## src/rtl/timer_bank.sv

```systemverilog
// Bank of independent down-counting timers with per-channel period/mode registers.
// Define TIMER_BANK_PRESCALER_EN to divide the shared count tick by PRESCALE.
module timer_bank #(
  parameter int WIDTH    = 16,
  parameter int CHANNELS = 4,
  parameter int PRESCALE = 8
) (
  input  logic                                 clk,
  input  logic                                 reset_n,
  input  logic                                 enable,
  input  logic                                 wr_en,
  input  logic [(CHANNELS > 1 ? $clog2(CHANNELS) : 1)-1:0] wr_ch,
  input  logic [WIDTH-1:0]                     wr_period,
  input  logic                                 wr_oneshot,
  input  logic [CHANNELS-1:0]                  start,
  input  logic [CHANNELS-1:0]                  stop,
  output logic [CHANNELS-1:0]                  zero,
  output logic [CHANNELS-1:0]                  running,
  output logic [CHANNELS*WIDTH-1:0]            count
);

  localparam int CH_W = (CHANNELS > 1) ? $clog2(CHANNELS) : 1;
  localparam logic [CH_W:0]      CH_LIMIT = CHANNELS[CH_W:0];
  localparam logic [WIDTH-1:0]   ONE      = WIDTH'(1);

  typedef enum logic {
    IDLE = 1'b0,
    RUN  = 1'b1
  } state_t;

  if (WIDTH < 2 || WIDTH > 32) begin : g_bad_width
    $error("timer_bank: WIDTH out of range");
  end
  if (CHANNELS < 1 || CHANNELS > 16) begin : g_bad_channels
    $error("timer_bank: CHANNELS out of range");
  end
  if (PRESCALE < 1) begin : g_bad_prescale
    $error("timer_bank: PRESCALE must be at least 1");
  end

  logic tick;
  logic wr_ok;

  // Zero periods and out-of-range channels are dropped before they reach any channel.
  assign wr_ok = wr_en && (wr_period != '0) && ({1'b0, wr_ch} < CH_LIMIT);

`ifdef TIMER_BANK_PRESCALER_EN
  localparam int PS_W = (PRESCALE > 1) ? $clog2(PRESCALE) : 1;
  localparam logic [PS_W-1:0] PS_LAST = PS_W'(PRESCALE - 1);

  logic [PS_W-1:0] presc_q;

  always_ff @(posedge clk or negedge reset_n) begin
    if (!reset_n) begin
      presc_q <= '0;
    end else if (enable) begin
      presc_q <= (presc_q == PS_LAST) ? '0 : presc_q + PS_W'(1);
    end
  end

  assign tick = enable && (presc_q == PS_LAST);
`else
  assign tick = enable;
`endif

  for (genvar gi = 0; gi < CHANNELS; gi++) begin : g_ch
    state_t           state_q;
    logic [WIDTH-1:0] count_q;
    logic [WIDTH-1:0] period_q;
    logic             oneshot_q;
    logic             zero_q;
    logic             wr_hit;

    assign wr_hit = wr_ok && (wr_ch == CH_W'(gi));

    // Start/restart reads period_q before a same-cycle write lands, so it sees the old period.
    always_ff @(posedge clk or negedge reset_n) begin
      if (!reset_n) begin
        state_q   <= IDLE;
        count_q   <= '0;
        period_q  <= '1;
        oneshot_q <= 1'b0;
        zero_q    <= 1'b0;
      end else begin
        zero_q <= 1'b0;
        if (wr_hit) begin
          period_q  <= wr_period;
          oneshot_q <= wr_oneshot;
        end
        case (state_q)
          IDLE: begin
            if (start[gi]) begin
              count_q <= period_q - ONE;
              state_q <= RUN;
            end
          end
          RUN: begin
            if (stop[gi]) begin
              state_q <= IDLE;
            end else if (start[gi]) begin
              count_q <= period_q - ONE;
            end else if (tick) begin
              if (count_q != '0) begin
                count_q <= count_q - ONE;
              end else begin
                zero_q <= 1'b1;
                if (oneshot_q) begin
                  state_q <= IDLE;
                end else begin
                  count_q <= period_q - ONE;
                end
              end
            end
          end
          default: state_q <= IDLE;
        endcase
      end
    end

    assign zero[gi]                   = zero_q;
    assign running[gi]                = (state_q == RUN);
    assign count[gi*WIDTH +: WIDTH]   = count_q;
  end

endmodule

```

## config.mk

```make
export PLATFORM = sky130hd
export DESIGN_NAME = timer_bank
export DESIGN_NICKNAME = d
export VERILOG_FILES = /design/src/rtl/timer_bank.sv
export SDC_FILE = /design/constraint.sdc
export NUM_CORES = 1
export LEC_CHECK = 0
export CAP_MARGIN = 10
export CORE_ASPECT_RATIO = 1.25
export CORE_MARGIN = 1.5
export CORE_UTILIZATION = 34
export CTS_CLUSTER_SIZE = 12
export DETAILED_ROUTE_END_ITERATION = 12
export PLACE_DENSITY_LB_ADDON = 0.3
export SLEW_MARGIN = 20
export SYNTH_ARGS = -nofsm -noshare
export SYNTH_HDL_FRONTEND = slang
export SYNTH_SLANG_ARGS = --single-unit
```

## constraint.sdc

```tcl
create_clock -name clk -period 6.47 [get_ports clk]
set_input_delay 0.647 -clock clk [delete_from_list [all_inputs] [get_ports clk]]
set_output_delay 0.647 -clock clk [all_outputs]
set_load 0.01 [all_outputs]
```

; ---- Yosys cells after proc, flatten, opt, wreduce, memory -nomap -nowiden
; Cells that the tools add are included.
[word_totals]
regBits = 140
input_bits = 31
out_inout_bits = 72
wordCells = 142
[op_classes]
n_addsub = 8
eq_ne = 19
n_mux = 76
bitwise_logic = 4
n_reduce_logical = 15
[op_table]
columns = cell, count
row1 = 2-to-1 mux 16 bit, 24
row2 = one-hot mux 16 bit (2 select lines), 4
row3 = "subtractor 16 x 1 -> 16 bit, second input constant", 8
row4 = nonzero test 16 bit, 5
row5 = 2-to-1 mux 1 bit, 44
row6 = "inequality test 2 bit, second input constant", 8
row7 = "inequality test 4 x 3 -> 1 bit, second input constant", 4
row8 = AND reduction 4 bit, 4
row9 = "inequality test 3 bit, second input constant", 4
row10 = one-hot mux 1 bit (2 select lines), 4
row11 = logical AND 1 bit, 5
row12 = "== test 2 bit, second input constant", 2
row13 = inverter 1 bit, 4
row14 = "== test 2 x 1 -> 1 bit, second input constant", 1
row15 = logical NOT 2 bit, 1

; ---- Longest topological paths before layout
; Gate-level depths: netlist of the first run.
[logic_depth]
word_depth = 7
mapped_depth = 10
depth_no_buf = 8

; ---- Least setup slack after synthesis of the first run
; OpenSTA, ideal clock, no wires.
[synth_timing]
path_kind = reg2reg
startpoint = reg g_ch[0].count_q[0]
endpoint = reg g_ch[0].count_q[9]
setup_ps = 137
t_arrival_ps = 2178
required_time_ps = 6333
path_slack_ps = 4155
stages_incl_launch_ff = 11
n_path_buf = 2
synth_period_minus_slack_ps = 2315
cell_sequence = dfrtp_1 -> inv_1 -> ha_1 -> nor4b_1 -> and4_1 -> clkbuf_1 -> or3b_2 -> clkbuf_1 -> a21o_1 -> a21oi_1 -> a21oi_1
[synth_between]
elab_chain_len = 6
elab_cells_between_ends = 9
cone_classes = add/sub: 1 / eq/ne: 1 / mux: 5 / reduce/logical: 2
[synth_rtl]
columns = item, line_no
row1 = "start, declared", 68  ; logic [WIDTH-1:0] count_q;
row2 = "start signal, assigned", 93  ; count_q <= period_q - ONE;
row3 = "start signal, assigned", 101  ; count_q <= period_q - ONE;
row4 = "start signal, assigned", 104  ; count_q <= count_q - ONE;
row5 = subtractor 16 x 1 -> 16 bit or nonzero test 16 bit (tied branches), "104, 103"
row6 = 2-to-1 mux 16 bit, 103  ; if (count_q != '0) begin
row7 = 2-to-1 mux 16 bit, 102  ; end else if (tick) begin
row8 = 2-to-1 mux 16 bit, 100  ; end else if (start[gi]) begin
row9 = 2-to-1 mux 16 bit, 98  ; if (stop[gi]) begin
row10 = one-hot mux 16 bit (2 select lines), 90  ; case (state_q)
; Several ways; a longest one is shown, not always the timed one. The select of a mux whose other input is x is not followed.
; A chain may end at the register's enable or synchronous reset.

; ---- Worst setup path in the final report of the first run
[layout_timing]
startpoint = reg g_ch[1].count_q[10]
endpoint = reg g_ch[1].count_q[13]
[layout_between]
elab_chain_len = 6
elab_cells_between_ends = 9
cone_classes = add/sub: 1 / eq/ne: 1 / mux: 5 / reduce/logical: 2
[layout_rtl]
columns = item, line_no
row1 = "start, declared", 68
row2 = "start signal, assigned", 93
row3 = "start signal, assigned", 101
row4 = "start signal, assigned", 104
row5 = subtractor 16 x 1 -> 16 bit or nonzero test 16 bit (tied branches), "104, 103"
row6 = 2-to-1 mux 16 bit, 103
row7 = 2-to-1 mux 16 bit, 102
row8 = 2-to-1 mux 16 bit, 100
row9 = 2-to-1 mux 16 bit, 98
row10 = one-hot mux 16 bit (2 select lines), 90
; Several ways; a longest one is shown, not always the timed one. The select of a mux whose other input is x is not followed.

==> flow_metrics.py, run 1 <==
metrics = {
    "yosys": {
        "synth_top_area_share_pct": 23.1,
        "synth-simple-area-share_pct": 20.4,
        "synth_area_leader_cell": "dfrtp_1",
        "synthXorXnorAreaFrac_pct": 5.10,
        "synth_edf_count": 0,
        "synth_compound_area_share_pct": 16.0,
        "synthMuxAreaShare_pct": 9.01,
        "synth-seq-cells": 140,
        "synth_area_leaders": "dfrtp_1 (23%), dfstp_2 (20%), mux2_2 (9.0%), o21ai_0 (5.0%), a21oi_1 (4.1%)",
        "syn_avg_cell_area_um2": 9.24,
        "synth_nets": 935,
        "ys.flop_type": "dfrtp_1",
        "seq_area_frac_synth_pct": 43.5,
        "syn_inst": 892,
        "synth_adder_area_share_pct": 1.82,
        "synthArstFlopShare_pct": 100,
        "synth_top_family_by_area": "simple AND/OR/NAND/NOR gates",
        "netlist_area_mm2": 0.00825,
        "ys_warn_count": 0,
        "yosys.cell_types.count": 65,
    },
    "setup_path": {
        "cp_data_arrival_time_ns": 3.38,
        "r2r_slack_ns": 3.45,
        "r2r-end": "g_ch[1].count_q[13]",
        "r2r_start": "g_ch[1].count_q[10]",
        "critPathCaptureType": "flip-flop",
        "crit_path_start": "g_ch[1].count_q[10]",
        "criticalPathCategory": "reg2reg",
        "critPathMaxFanout": 26,
        "worst_setup_path_start_kind": "flip-flop",
        "reg2regPathDepth": 6,
        "cp.required_ns": 6.83,
    },
    "job": {
        "cap_violations": 0,
    },
    "floorplanning": {
        "die_y_um": 177,
        "ioPinCount": 103,
        "die_x_um": 142,
        "rows": 63,
        "die_area_mm2": 0.0252,
        "core_area_mm2": 0.0238,
        "initial_core_util_pct": 34.6,
    },
    "drt": {
        "ant_nets": 0,
        "dr.pass1.iters": 7,
        "drc": 0,
        "detail_route.wl_per_cell_um": 16.8,
        "drt-initial-drc-count": 553,
        "viasPerCell": 5.36,
        "drt_wl_total_mm": 22.0,
        "vias": 7036,
    },
    "place": {
        "io_buffers": 102,
        "place_congestion": 0.824,
        "post-dp-hpwl_mm": 15.6,
    },
    "clocking": {
        "path_clk_slew_ns": 0.06,
        "cts.repair.resized": 0,
        "clk-insertion-delay-late_ns": 0.42,
        "cts_setup_buffers": 0,
        "ctsHoldBuffers": 0,
        "cts_root_buf": "clkbuf_16",
        "cts.sinks": 140,
        "clock_path_buffers": 2,
        "cts_max_level": 4,
        "cts_tree": "yes",
        "cts_buffers": 17,
    },
    "grt": {
        "grt_pass1_wl_mm": 35.3,
        "overflow": 0,
        "grt_pass1_vias": 6702,
        "grt_start_max_net_pins": 99,
        "track_usage_pct": 17.8,
        "grt_antenna_before_repair": 1,
    },
    "hold_path": {
        "hp-class": "in2async",
    },
    "power_and_ir_drop": {
        "powerDensity_mw_per_mm2": 361,
        "max-vdd-ir-drop_mv": 0.186,
        "p_leak_nw": 3.81,
    },
    "sta": {
        "hold_viol_final": 0,
        "fin_skew_ns": 0.00719,
        "worst_pin_slew_ns": 0.939,
        "maxClockFrequency_mhz": 331,
        "drv_slew": 0,
        "layout_min_cycle_time_ns": 3.02,
        "setup_viol": 0,
        "hold_slack_ns": 0.302,
        "fin_crit_sh_pct": 46.6,
        "rsz0062_at_grt": "false",
        "fin_tns_setup_ns": 0,
        "max-slew-margin-rel_pct": 37.4,
    },
    "finish": {
        "drive_gt1_share_pct": 18.5,
        "syn_to_final_growth_pct": 22.8,
        "nNetsFinal": 1017,
        "num_antenna_cells": 0,
    },
    "run_status": {
        "status": "complete, no violations",
    },
}
==> cell usage in the layout (no fill, tap or decap), drive strengths merged, types with 4 or more instances in the layout <==
master         synthesis  layout
o22a                   7       7
nor2b                  7       7
buf                   21       7
a21oi                 68      68
a22oi                  7       7
nand3                 38      38
a31oi                  4       4
o21ai                 87      87
nand4                 11      11
o21a                   6       6
dfstp                 64      64
nor2                  69      69
o31ai                  6       6
nor4                  33      33
or4                    7       7
clkdlybuf4s50          0     101
nand2                 75      75
o22ai                  6       6
nor3                  48      48
ha                    12      12
a21o                   4       4
nand2b                 7       7
clkinv                 0       5
inv                   31      35
or3                    9       9
mux2                  66      66
nand4b                 4       4
nor3b                  5       5
dfrtp                 76      76
clkbuf                24      21
xnor2                 29      29
nor4b                  5       5
xor2                  19      19
==> sequential cells by signal, indices dropped and copies added, names as in the netlist <==
signal	count
g_ch.zero_q	4
g_ch.period_q	64
g_ch.oneshot_q	4
g_ch.state_q	4
g_ch.count_q	64
==> how the worst max path moves through the flow <==
| stage | end | slack, ns |
|---|---|---|
| floorplan | g_ch[0].count_q[9] | 4.15 |
| global placement | g_ch[3].count_q[14] | 3.27 |
| detailed placement | g_ch[3].count_q[14] | 3.21 |
| CTS | g_ch[1].count_q[13] | 3.47 |
| global route | g_ch[1].count_q[11] | 3.09 |
| finish | g_ch[1].count_q[13] | 3.45 |
==> worst max-delay path, cell delays in order (launching register included) <==
cell      delay, ns
dfrtp_1        0.44
nor4_1         0.68
nand4_1        0.37
nand2b_1       0.78
nor2_1         0.24
a32oi_1        0.27
o22a_1         0.17
==> synth_stat cells, types with 5 or more instances <==
master and count:
o21ai_0 82, dfrtp_1 76, nand2_1 75, nor2_1 69
a21oi_1 68, mux2_2 66, dfstp_2 64, nor3_1 46
nand3_1 38, nor4_1 32, inv_1 31, xnor2_1 29
clkbuf_1 24, xor2_1 19, ha_1 12, buf_2 11
nand4_1 11, buf_4 8, or3_1 8, a22oi_1 7
nand2b_1 7, nor2b_1 7, o22a_1 7, o21a_1 6
o22ai_1 6, or4_1 6, nor3b_1 5, o31ai_1 5
==> report_power, final <==
part	internal (mW)	total [mW]	leakage, nW	switching (mW)
Sequential	1.16	1.50	1.58	0.335
Combinational	0.594	1.15	1.92	0.557
Clock	0.610	1.01	0.306	0.395
Total	2.37	3.66	3.81	1.29
==> kinds of logic (layout without fill, tap and decap cells) <==
family | after synthesis | in the layout
compound gates | 221 | 221
xor+xnor | 48 | 48
fa+ha+maj | 12 | 12
buf+inv | 76 | 171
flops | 140 | 140
mux | 66 | 66
simple gates | 329 | 329
==> area by class of cell <==
class | count | area (um^2)
clock inverters | 11 | 100
clock buffers | 21 | 514
multi-input cells | 676 | 4340
flip-flops and latches | 140 | 3580
repair buffers | 108 | 1070
well taps | 325 | 407
fillers | 2400 | 13700
inverters | 31 | 116
==> layer usage <==
layer,wire [um],track usage (%)
met3,732,2.81
met5,13,0
met2,11000,29.9
met4,463,6.74
met1,9800,22.9
==> through the flow <==
stage          instances  worst slack (ns)  area, um^2  power [mW]  utilization, %
2_1_floorplan        892              4.15        8250        2.10               -
3_3_place_gp        1280              3.27        9500        2.65            39.9
3_5_place_dp        1280              3.21        9500        2.67            39.9
4_1_cts             1312              3.47       10100        3.69            42.5
5_1_grt             1312              3.09       10100        3.88            42.5
6_report            1312              3.45       10100        3.66            42.5
No activity file was read; power rests on OpenSTA's default activity.
==> inputs of run 2 (changes only) <==
Clock period 6.47 ns to 2.75 ns, I/O delays scaled along.
==> run 2 against run 1 <==
Wire length increased by 2.3%. Hold slack improved by 0.029 ns. Via count increased by 1.7%. Critical endpoint is now g_ch[0].count_q[5]. Largest power group unchanged. Highest routed layer is now met4.
==> flow_metrics.py, run 2 (same netlist as run 1, synthesis figures left out) <==
metrics = {
    "grt": {
        "grt_start_max_net_pins": 66,
        "grt_antenna_before_repair": 0,
        "overflow": 0,
        "track_usage_pct": 18.5,
        "grt_pass1_wl_mm": 36.3,
        "grt_pass1_vias": 6993,
    },
    "power_and_ir_drop": {
        "p_leak_nw": 4.00,
        "max-vdd-ir-drop_mv": 0.408,
        "share_seq_of_total_power_pct": 39.6,
        "swShare_pct": 34.6,
        "power_frac_clock_pct": 28.8,
        "powerDensity_mw_per_mm2": 852,
        "cellInternalPower_mw": 5.81,
        "switching_power_mw": 3.07,
        "p_comb_share_pct": 31.7,
    },
    "sta": {
        "setup_slack_ns": 0.305,
        "max-slew-margin-rel_pct": 54.2,
        "layout_min_cycle_time_ns": 2.45,
        "setup_viol": 0,
        "worst_pin_slew_ns": 0.681,
        "drv_slew": 0,
        "fin_skew_ns": 0.00902,
        "hold_viol_final": 0,
        "fin_crit_sh_pct": 88.9,
        "fin_tns_setup_ns": 0,
        "maxClockFrequency_mhz": 409,
        "rsz0062_at_grt": "false",
    },
    "setup_path": {
        "critPathCaptureType": "flip-flop",
        "worst_setup_path_start_kind": "flip-flop",
        "r2r-end": "g_ch[0].count_q[5]",
        "crit_path_start": "g_ch[0].count_q[0]",
        "r2r_slack_ns": 0.30,
        "cp_data_arrival_time_ns": 2.79,
        "critPathMaxFanout": 22,
        "criticalPathCategory": "reg2reg",
        "cp.required_ns": 3.10,
        "cp-endpoint": "g_ch[0].count_q[5]",
        "r2r_start": "g_ch[0].count_q[0]",
        "reg2regPathDepth": 8,
    },
    "clocking": {
        "ctsHoldBuffers": 1,
        "path_clk_slew_ns": 0.07,
        "cts_tree": "yes",
        "cts.sinks": 140,
        "clock_path_buffers": 2,
        "cts_buffers": 17,
        "cts_setup_buffers": 0,
        "cts_max_level": 4,
        "clk-insertion-delay-late_ns": 0.43,
        "cts.repair.resized": 0,
        "cts_root_buf": "clkbuf_16",
    },
    "run_status": {
        "status": "complete, no violations",
    },
    "finish": {
        "drive_gt1_share_pct": 21.2,
        "nNetsFinal": 1051,
        "fill_cells": 2349,
        "syn_to_final_growth_pct": 26.6,
        "layout_commonest_cell": "clkdlybuf4s50_1",
        "num_antenna_cells": 0,
        "largestRegisters": "g_ch.count_q x64, g_ch.period_q x64",
        "layout_common_cells": "clkdlybuf4s50_1 (101), o21ai_0 (81), dfrtp_1 (76), nand2_1 (75), nor2_1 (69)",
    },
    "drt": {
        "vias": 7158,
        "drt_wl_total_mm": 22.5,
        "detail_route.wl_per_cell_um": 16.7,
        "drt-initial-drc-count": 505,
        "ant_nets": 0,
        "dr.pass1.iters": 4,
        "drc": 0,
        "viasPerCell": 5.32,
    },
    "floorplanning": {
        "ioPinCount": 103,
        "die_y_um": 177,
        "rows": 63,
        "die_x_um": 142,
        "core_area_mm2": 0.0238,
        "initial_core_util_pct": 34.6,
        "die_area_mm2": 0.0252,
    },
    "job": {
        "cap_violations": 0,
    },
    "place": {
        "post-dp-hpwl_mm": 16.2,
        "io_buffers": 102,
        "place_congestion": 0.836,
        "dp_slack_ns": 0.311,
    },
    "hold_path": {
        "hp-class": "in2async",
    },
}
-- run 2: power groups by stage --
stage               registers (mW)  logic, mW  clock network, mW
floorplan                     3.48       1.46                  0
global placement              3.54       2.80                  0
detailed placement            3.55       2.83                  0
CTS                           3.52       2.84               2.61
global route                  3.62       3.11               2.71
finish                        3.52       2.81               2.56
-- run 2: cell type report --
type                    count  area [um^2]  share of cell area [%]
clock inverters            15          218                    2.09
repair buffers            142         1360                    13.1
inverters                  31          116                    1.12
well taps                 325          407                    3.90
multi-input cells         676         4320                    41.4
flip-flops and latches    140         3580                    34.3
clock buffers              17          425                    4.08
-- run 2: how the worst min path moves through the flow --
stage | from | end | slack, ns
after floorplan | reset_n | g_ch[0].count_q[0] | -0.02
after global placement | reset_n | g_ch[2].count_q[11] | 0.23
after detailed placement | reset_n | g_ch[2].count_q[11] | 0.24
after CTS | reset_n | g_ch[2].count_q[11] | 0.34
after global routing | reset_n | g_ch[2].count_q[11] | 0.38
final | reset_n | g_ch[2].count_q[10] | 0.33
-- run 2: worst max-delay path, cell delays in order, from the launching register on --
cell	delay [ns]
dfrtp_1	0.42
inv_1	0.10
ha_1	0.22
nor4b_1	0.14
and4_1	0.28
or3b_2	0.67
nor4_1	0.31
a21oi_1	0.07
o21ai_0	0.15
-- run 2: layer usage --
layer  wire [um]  up-vias  track usage, %
li1            -     3495               -
met1       10100     3514            23.7
met2       11100      116            31.3
met3         739       33            2.98
met4         484        0            7.17
met5           0        -               0
-- run 2: stage by stage --
| stage | utilization [%] | total power, mW | hold WS, ns | std cells | cell area, um^2 |
|---|---|---|---|---|---|
| 2_1_floorplan | - | 4.94 | -0.0206 | 892 | 8250 |
| 3_3_place_gp | 41.1 | 6.34 | 0.233 | 1313 | 9780 |
| 3_5_place_dp | 41.1 | 6.38 | 0.238 | 1313 | 9780 |
| 4_1_cts | 43.8 | 8.97 | 0.344 | 1346 | 10400 |
| 5_1_grt | 43.8 | 9.43 | 0.383 | 1346 | 10400 |
| 6_report | 43.8 | 8.89 | 0.331 | 1346 | 10400 |
